**config.mk**
```make
export PLATFORM = sky130hd
export DESIGN_NAME = fetch_sequencer
export DESIGN_NICKNAME = d
export VERILOG_FILES = /design/src/rtl/fetch_sequencer.sv
export SDC_FILE = /design/constraint.sdc
export NUM_CORES = 1
export LEC_CHECK = 0
export CAP_MARGIN = 30
export CORE_AREA = 8 8 51 53
export CTS_CLUSTER_DIAMETER = 80
export CTS_CLUSTER_SIZE = 10
export DETAILED_ROUTE_END_ITERATION = 8
export DIE_AREA = 0 0 59 61
export HOLD_SLACK_MARGIN = 0.08
export PLACE_DENSITY = 0.8
export SYNTH_ARGS = -nofsm -noshare
export SYNTH_HDL_FRONTEND = slang
export SYNTH_SLANG_ARGS = --single-unit
export TNS_END_PERCENT = 30
```
**constraint.sdc**
```tcl
create_clock -name CLK -period 3.7 [get_ports CLK]
set_input_delay 0.925 -clock CLK [delete_from_list [all_inputs] [get_ports CLK]]
set_output_delay 0.925 -clock CLK [all_outputs]
set_load 0.01 [all_outputs]
```
**src/rtl/fetch_sequencer.sv**
```systemverilog
// Instruction fetch sequencer: PC->MAR, RAM read, IR load, ARM condition check, execute handshake.
// Optional MEM_RD timeout with sticky FAULT when FETCH_TIMEOUT_EN is defined.
module fetch_sequencer #(
  parameter int unsigned TIMEOUT_CYCLES = 16
) (
  input  logic        CLK,
  input  logic        CLR,
  input  logic        RUN,
  input  logic        MFC,
  input  logic [3:0]  Flags,
  input  logic [31:0] IR_Out,
  input  logic        EXEC_DONE,
  output logic        MFA,
  output logic        RW_RAM,
  output logic        MAR_EN,
  output logic        IR_EN,
  output logic        RF_RW,
  output logic        SALU,
  output logic        EXEC_REQ,
  output logic [2:0]  State,
  output logic        FAULT
);

  typedef enum logic [2:0] {
    StIdle  = 3'd0,
    StMarLd = 3'd1,
    StMemRd = 3'd2,
    StIrLd  = 3'd3,
    StCond  = 3'd4,
    StExec  = 3'd5,
    StFault = 3'd6
  } state_e;

  if (TIMEOUT_CYCLES < 1) begin : g_bad_timeout
    $fatal(1, "TIMEOUT_CYCLES must be at least 1");
  end

  state_e state_q, state_d;
  logic   cond_ok;

  // Flags are {N,Z,C,V}; code 15 (NV) never executes.
  function automatic logic cond_pass(input logic [3:0] code, input logic [3:0] f);
    logic n, z, c, v;
    {n, z, c, v} = f;
    case (code)
      4'h0:    cond_pass = z;
      4'h1:    cond_pass = !z;
      4'h2:    cond_pass = c;
      4'h3:    cond_pass = !c;
      4'h4:    cond_pass = n;
      4'h5:    cond_pass = !n;
      4'h6:    cond_pass = v;
      4'h7:    cond_pass = !v;
      4'h8:    cond_pass = c && !z;
      4'h9:    cond_pass = !c || z;
      4'hA:    cond_pass = (n == v);
      4'hB:    cond_pass = (n != v);
      4'hC:    cond_pass = !z && (n == v);
      4'hD:    cond_pass = z || (n != v);
      4'hE:    cond_pass = 1'b1;
      default: cond_pass = 1'b0;
    endcase
  endfunction

  assign cond_ok = cond_pass(IR_Out[31:28], Flags);

`ifdef FETCH_TIMEOUT_EN
  localparam int unsigned CntW = $clog2(TIMEOUT_CYCLES + 1);
  logic [CntW-1:0] cnt_q;
  logic            timeout;

  // cnt_q holds the number of edges already spent in MEM_RD without MFC.
  assign timeout = (cnt_q == CntW'(TIMEOUT_CYCLES - 1));
`endif

  always_comb begin
    state_d = state_q;
    case (state_q)
      StIdle:  if (RUN) state_d = StMarLd;
      StMarLd: state_d = StMemRd;
      StMemRd: begin
        if (MFC) begin
          state_d = StIrLd;
`ifdef FETCH_TIMEOUT_EN
        end else if (timeout) begin
          state_d = StFault;
`endif
        end
      end
      StIrLd:  state_d = StCond;
      StCond:  state_d = cond_ok ? StExec : (RUN ? StMarLd : StIdle);
      StExec:  if (EXEC_DONE) state_d = RUN ? StMarLd : StIdle;
      StFault: state_d = StFault;
      default: state_d = StIdle;
    endcase
  end

  // Outputs are registered from the next state so they always match State.
  always_ff @(posedge CLK or posedge CLR) begin
    if (CLR) begin
      state_q  <= StIdle;
      MFA      <= 1'b1;
      RW_RAM   <= 1'b1;
      MAR_EN   <= 1'b0;
      IR_EN    <= 1'b0;
      RF_RW    <= 1'b0;
      SALU     <= 1'b0;
      EXEC_REQ <= 1'b0;
    end else begin
      state_q  <= state_d;
      MFA      <= !((state_d == StMemRd) || (state_d == StIrLd));
      RW_RAM   <= 1'b1;
      MAR_EN   <= (state_d == StMarLd);
      IR_EN    <= (state_d == StIrLd);
      RF_RW    <= (state_d == StMarLd);
      SALU     <= (state_d == StMarLd);
      EXEC_REQ <= (state_d == StExec);
    end
  end

`ifdef FETCH_TIMEOUT_EN
  always_ff @(posedge CLK or posedge CLR) begin
    if (CLR) begin
      cnt_q <= '0;
      FAULT <= 1'b0;
    end else begin
      cnt_q <= (state_q == StMemRd) ? cnt_q + 1'b1 : '0;
      FAULT <= (state_d == StFault);
    end
  end
`else
  assign FAULT = 1'b0;
`endif

  assign State = state_q;

endmodule

```
# Word-level counts from Yosys, hierarchy flattened
# Index checks and enable logic that the tools add are counted.
[word_totals]
register_bits = 7
input_bits = 41
elab_cells = 50
[op_classes]
eq_ne = 26
mux = 7
reduce_logical = 12
[ops]
columns = ["op", "n"]
rows = [
  ["== test 4 bit (second input constant)", 7],
  ["one-hot mux 3 bit (7 select lines)", 1],
  ["== test 4 x 3 -> 1 bit (second input constant)", 4],
  ["one-hot mux 1 bit (15 select lines)", 1],
  ["== test 3 x 2 -> 1 bit (second input constant)", 4],
  ["== test 3 bit (second input constant)", 4],
  ["2-to-1 mux 3 bit", 4],
  ["== test 4 x 2 -> 1 bit (second input constant)", 2],
  ["== test 3 x 1 -> 1 bit (second input constant)", 2],
  ["logical NOT 1 bit", 5],
  ["== test 4 x 1 -> 1 bit (second input constant)", 1],
  ["logical NOT 4 bit", 1],
  ["logical NOT 3 bit", 1],
  ["logical OR 1 bit", 3],
  ["logical AND 1 bit", 2],
  ["== test 1 bit", 1],
  ["2-to-1 mux 1 bit", 1],
  ["!= test 1 bit", 1],
]

# Logic depth before layout (Yosys ltp)
[logic_depth]
ltp_word = 8
ltp_mapped = 6
ltp_nobuf = 5

# Worst setup path after synthesis
# Ideal clock, no wire load.
[synth_timing]
kind = "input to register"
start = "input port IR_Out[31]"
end = "register SALU"
setup_ns = 0.120
arrival_ns = 1.904
t_required_ns = 3.580
setup_slack_ns = 1.677
stages = 6
path_buffers = 1
cell_sequence = "buf_2 > nand3b_1 > o2bb2ai_1 > mux2_4 > o21a_4 > and3_1"
[synth_between]
elab_chain_cells = 5
word_cells_on_any_way = 19
cone_classes = "eq/ne: 15; mux: 3; reduce/logical: 1"
[synth_lines]
columns = ["item", "line_no", "text"]
rows = [
  ["from (decl)", "11", "input logic [31:0] IR_Out,"],
  ["== test 4 bit (tied with other cells)", "45", "case (code)"],
  ["one-hot mux 1 bit (15 select lines) *", "45", ""],
  ["2-to-1 mux 3 bit *", "91", "StCond: state_d = cond_ok ? StExec : (RUN ? StMarLd : StIdle);"],
  ["one-hot mux 3 bit (7 select lines) *", "78", "case (state_q)"],
  ["== test 3 x 1 -> 1 bit *", "116", "SALU <= (state_d == StMarLd);"],
  ["to (signal assigned)", "116", ""],
  ["to (decl)", "18", "output logic SALU,"],
]
# Every way passes the cells marked *; elsewhere a longest branch is shown, timed or not.

# Worst setup path in the final report
# Ends and elaborated chain as after synthesis.

==> metrics <==
global route overflow=0; clock tree from TritonCTS=done; Synth cell types=36; Post-layout nets=122; most area-consuming cells after synthesis=dfrtp_1 (27%), buf_4 (5.4%), dfstp_2 (4.7%); Remaining DRCs=0; share of the synthesized area in the top cell type=between 20% and 30%; Max Freq=between 400 and 500 MHz; wire length of the first global-routing pass=1980 um; Reg power frac=34.5%; clock group share of total power=16.0%; data arrival at the endpoint of the critical path=2470 ps; count of pins on the block boundary=52; CP Data Required Time=3840 ps; async set or reset register ratio after synthesis=between 90% and 100%; cell-by-cell trace of the critical path=clkdlybuf4s50_1 > nand3b_1 > o2bb2ai_1 > mux2_4 > o21a_4 > and3_1; antenna violations before repair=0; area overhead of the layout relative to synthesis=38.5%; Root Buffer=clkbuf_4; critical-path maximum fanout=9; die outline area=3600 um2; Hold Crit Depth=1; path depth of the worst reg2reg path=5; worst hold-check path type=reg -> reg; insertion delay of the later-clocked pin in the worst-skew pair=250 ps; leakage power of the design=0.332 nW; chip width=59 um; DRT Pass-1 Iters=4; average via count per standard cell=4.75; cell type with the highest aggregate area in the netlist=dfrtp_1; count of final hold-check violations=0; Final Critical Period=2330 ps; hold slack final=roughly 570 ps; total of buffers placed on input and output ports=21; total nets after synthesis=104; Commonest cells post-synth=dfrtp_1 (6), nand2_1 (6), buf_4 (4), inv_1 (4); synthesized area=559 um2; routed wirelength normalized by instance count=11.8 um; initial detailed-routing violation count=9; Internal Power=about 0.00028 W; Worst setup SP type=input pin; portion of the post-synthesis area used by sequential elements=31.5%; fraction of final layout cells sized beyond drive strength 1=10.0%; maximum level of the CTS H-tree=1; clock buffer count from CTS=3; post-route worst setup slack=roughly 1400 ps; setup repair after global routing missed its margin=false; Die H=61 um; number of sinks on the clock net=7; Crit Path Class=in -> reg; routed wire length=approximately 1300 um; Yosys warnings=0; initial standard-cell utilization of the core=a little over 30%; PwrDens=between 500 and 600 nW/um2; maximum VDD drop=0.179 mV; pre-CTS setup slack=about 1100 ps; Antenna diodes=0; net switching power=0.000151 W; Detail Route Antenna Nets=0; Period Utilization, post-route=63.1%; number of placed instances, taps included=103; final worst clock skew=5.35 ps; core area=1840 um2; combinational group share of total power=between 40% and 50%; switching portion of total power=35.3%; via count of the first global-routing pass=482; number of enable flip-flop cells after synthesis=0; total of max-cap violations=0; hold_buf cts=0; count of cells resized by post-cts repair=0; Worst path slowest cell=clkdlybuf4s50_1; count of final max-slew check failures=0; global-route usage over all layers=roughly 7%; gate count of the mapped netlist=63; largest net degree at the start of global routing=11; clk buf depth=2; via count=about 510; setup TNS=0 ps; final standard cell count with taps included and fillers excluded=107; Cell Rows=16; Final Setup Violations=0; number of synthesized register bits=7; nature of the critical path endpoint=flip-flop; largest stage delay on the critical path=630 ps; post-CTS repair timing setup buffer count=0; detailed placer's ending HPWL=1050 um; synthesized area per cell=8.88 um2; clock-pin slew on the worst setup and hold paths=50 ps; flip-flop cell with the highest count after synthesis=dfrtp_1; status=completed; end-of-flow core utilization=42.1%; global placer's final weighted congestion=about 0.76
[power groups by stage]
stage	Combinational (W)	Sequential, W	Clock [W]
2_1_floorplan	0.000119	0.000150	0
3_3_place_gp	0.000208	0.000146	0
3_5_place_dp	0.000213	0.000149	0
4_1_cts	0.000213	0.000148	0.0000706
5_1_grt	0.000229	0.000155	0.0000745
6_report	0.000211	0.000147	0.0000683
[sequential cells by signal (all words and copies together), names as in the netlist]
| name | cells |
|---|---|
| SALU | 1 |
| IR_EN | 1 |
| State | 3 |
| EXEC_REQ | 1 |
| MFA | 1 |
[cells by family after synthesis]
family                 after synthesis  share of synthesized area (%)
AO/OA/AOI/OAI                       11                           17.0
XOR/XNOR                             3                           4.70
buffers and inverters               12                           12.5
flip-flops                           7                           31.5
multiplexers                         3                           6.26
other                                2                           1.34
AND/OR/NAND/NOR                     25                           26.6
[critical path, delay by kind of cell]
family	cells	cell delay (ps)
buffers and inverters	1	630
AOI/OAI and AO/OA	2	320
muxes	1	320
and+or+nand+nor	2	270
[cell type report]
| cell class | instances | area (um2) |
|---|---|---|
| fillers | 191 | 1070 |
| multi-input cells | 44 | 313 |
| repair buffers | 21 | 210 |
| flip-flops and latches | 7 | 176 |
| well taps | 27 | 33.8 |
| clock buffers | 4 | 26.3 |
| inverters | 4 | 15.0 |
[metal layers]
metal  GRT usage [%]  vias up  wire length, um
met5               0        -                0
met4            4.10        0                0
met3            2.75        0              121
met2            11.8       28              582
met1            7.32      231              560
li1                -      249                -
[placed cells by master (no fill, tap or decap), drive strengths merged]
cell type      instances
clkdlybuf4s50         21
and2b                  1
and4                   1
nand3                  2
o21a                   2
dfstp                  1
a21o                   1
inv                    4
o21ai                  1
mux2                   1
a211oi                 1
o22ai                  1
nor3b                  1
nand3b                 3
and3                   2
nor2b                  1
nor4bb                 1
conb                   2
clkbuf                 4
a41oi                  1
nor2                   3
a31oi                  1
nand2                  6
a32oi                  1
nand4b                 1
and3b                  1
nand4                  1
mux2i                  2
o2bb2ai                1
xor2                   3
o31ai                  1
dfrtp                  6
nor3                   1
[path summary, 6_finish.rpt]
kind	from	to	slack, ps
worst max-delay path	IR_Out[31]	SALU	1370
worst min register to register	State[2]	IR_EN	570
min in group asynchronous	CLR	State[0]	910
max in group asynchronous	CLR	MFA	2530
worst min-delay path	State[2]	IR_EN	570
worst max register to register	State[1]	SALU	2140
[per-stage QoR]
step	total power [W]	instance area, um2
finish	0.000427	774
global route	0.000459	774
CTS	0.000432	774
detailed placement	0.000362	748
global placement	0.000354	748
floorplan	0.000268	559
Power figures use the tool's default switching activity.
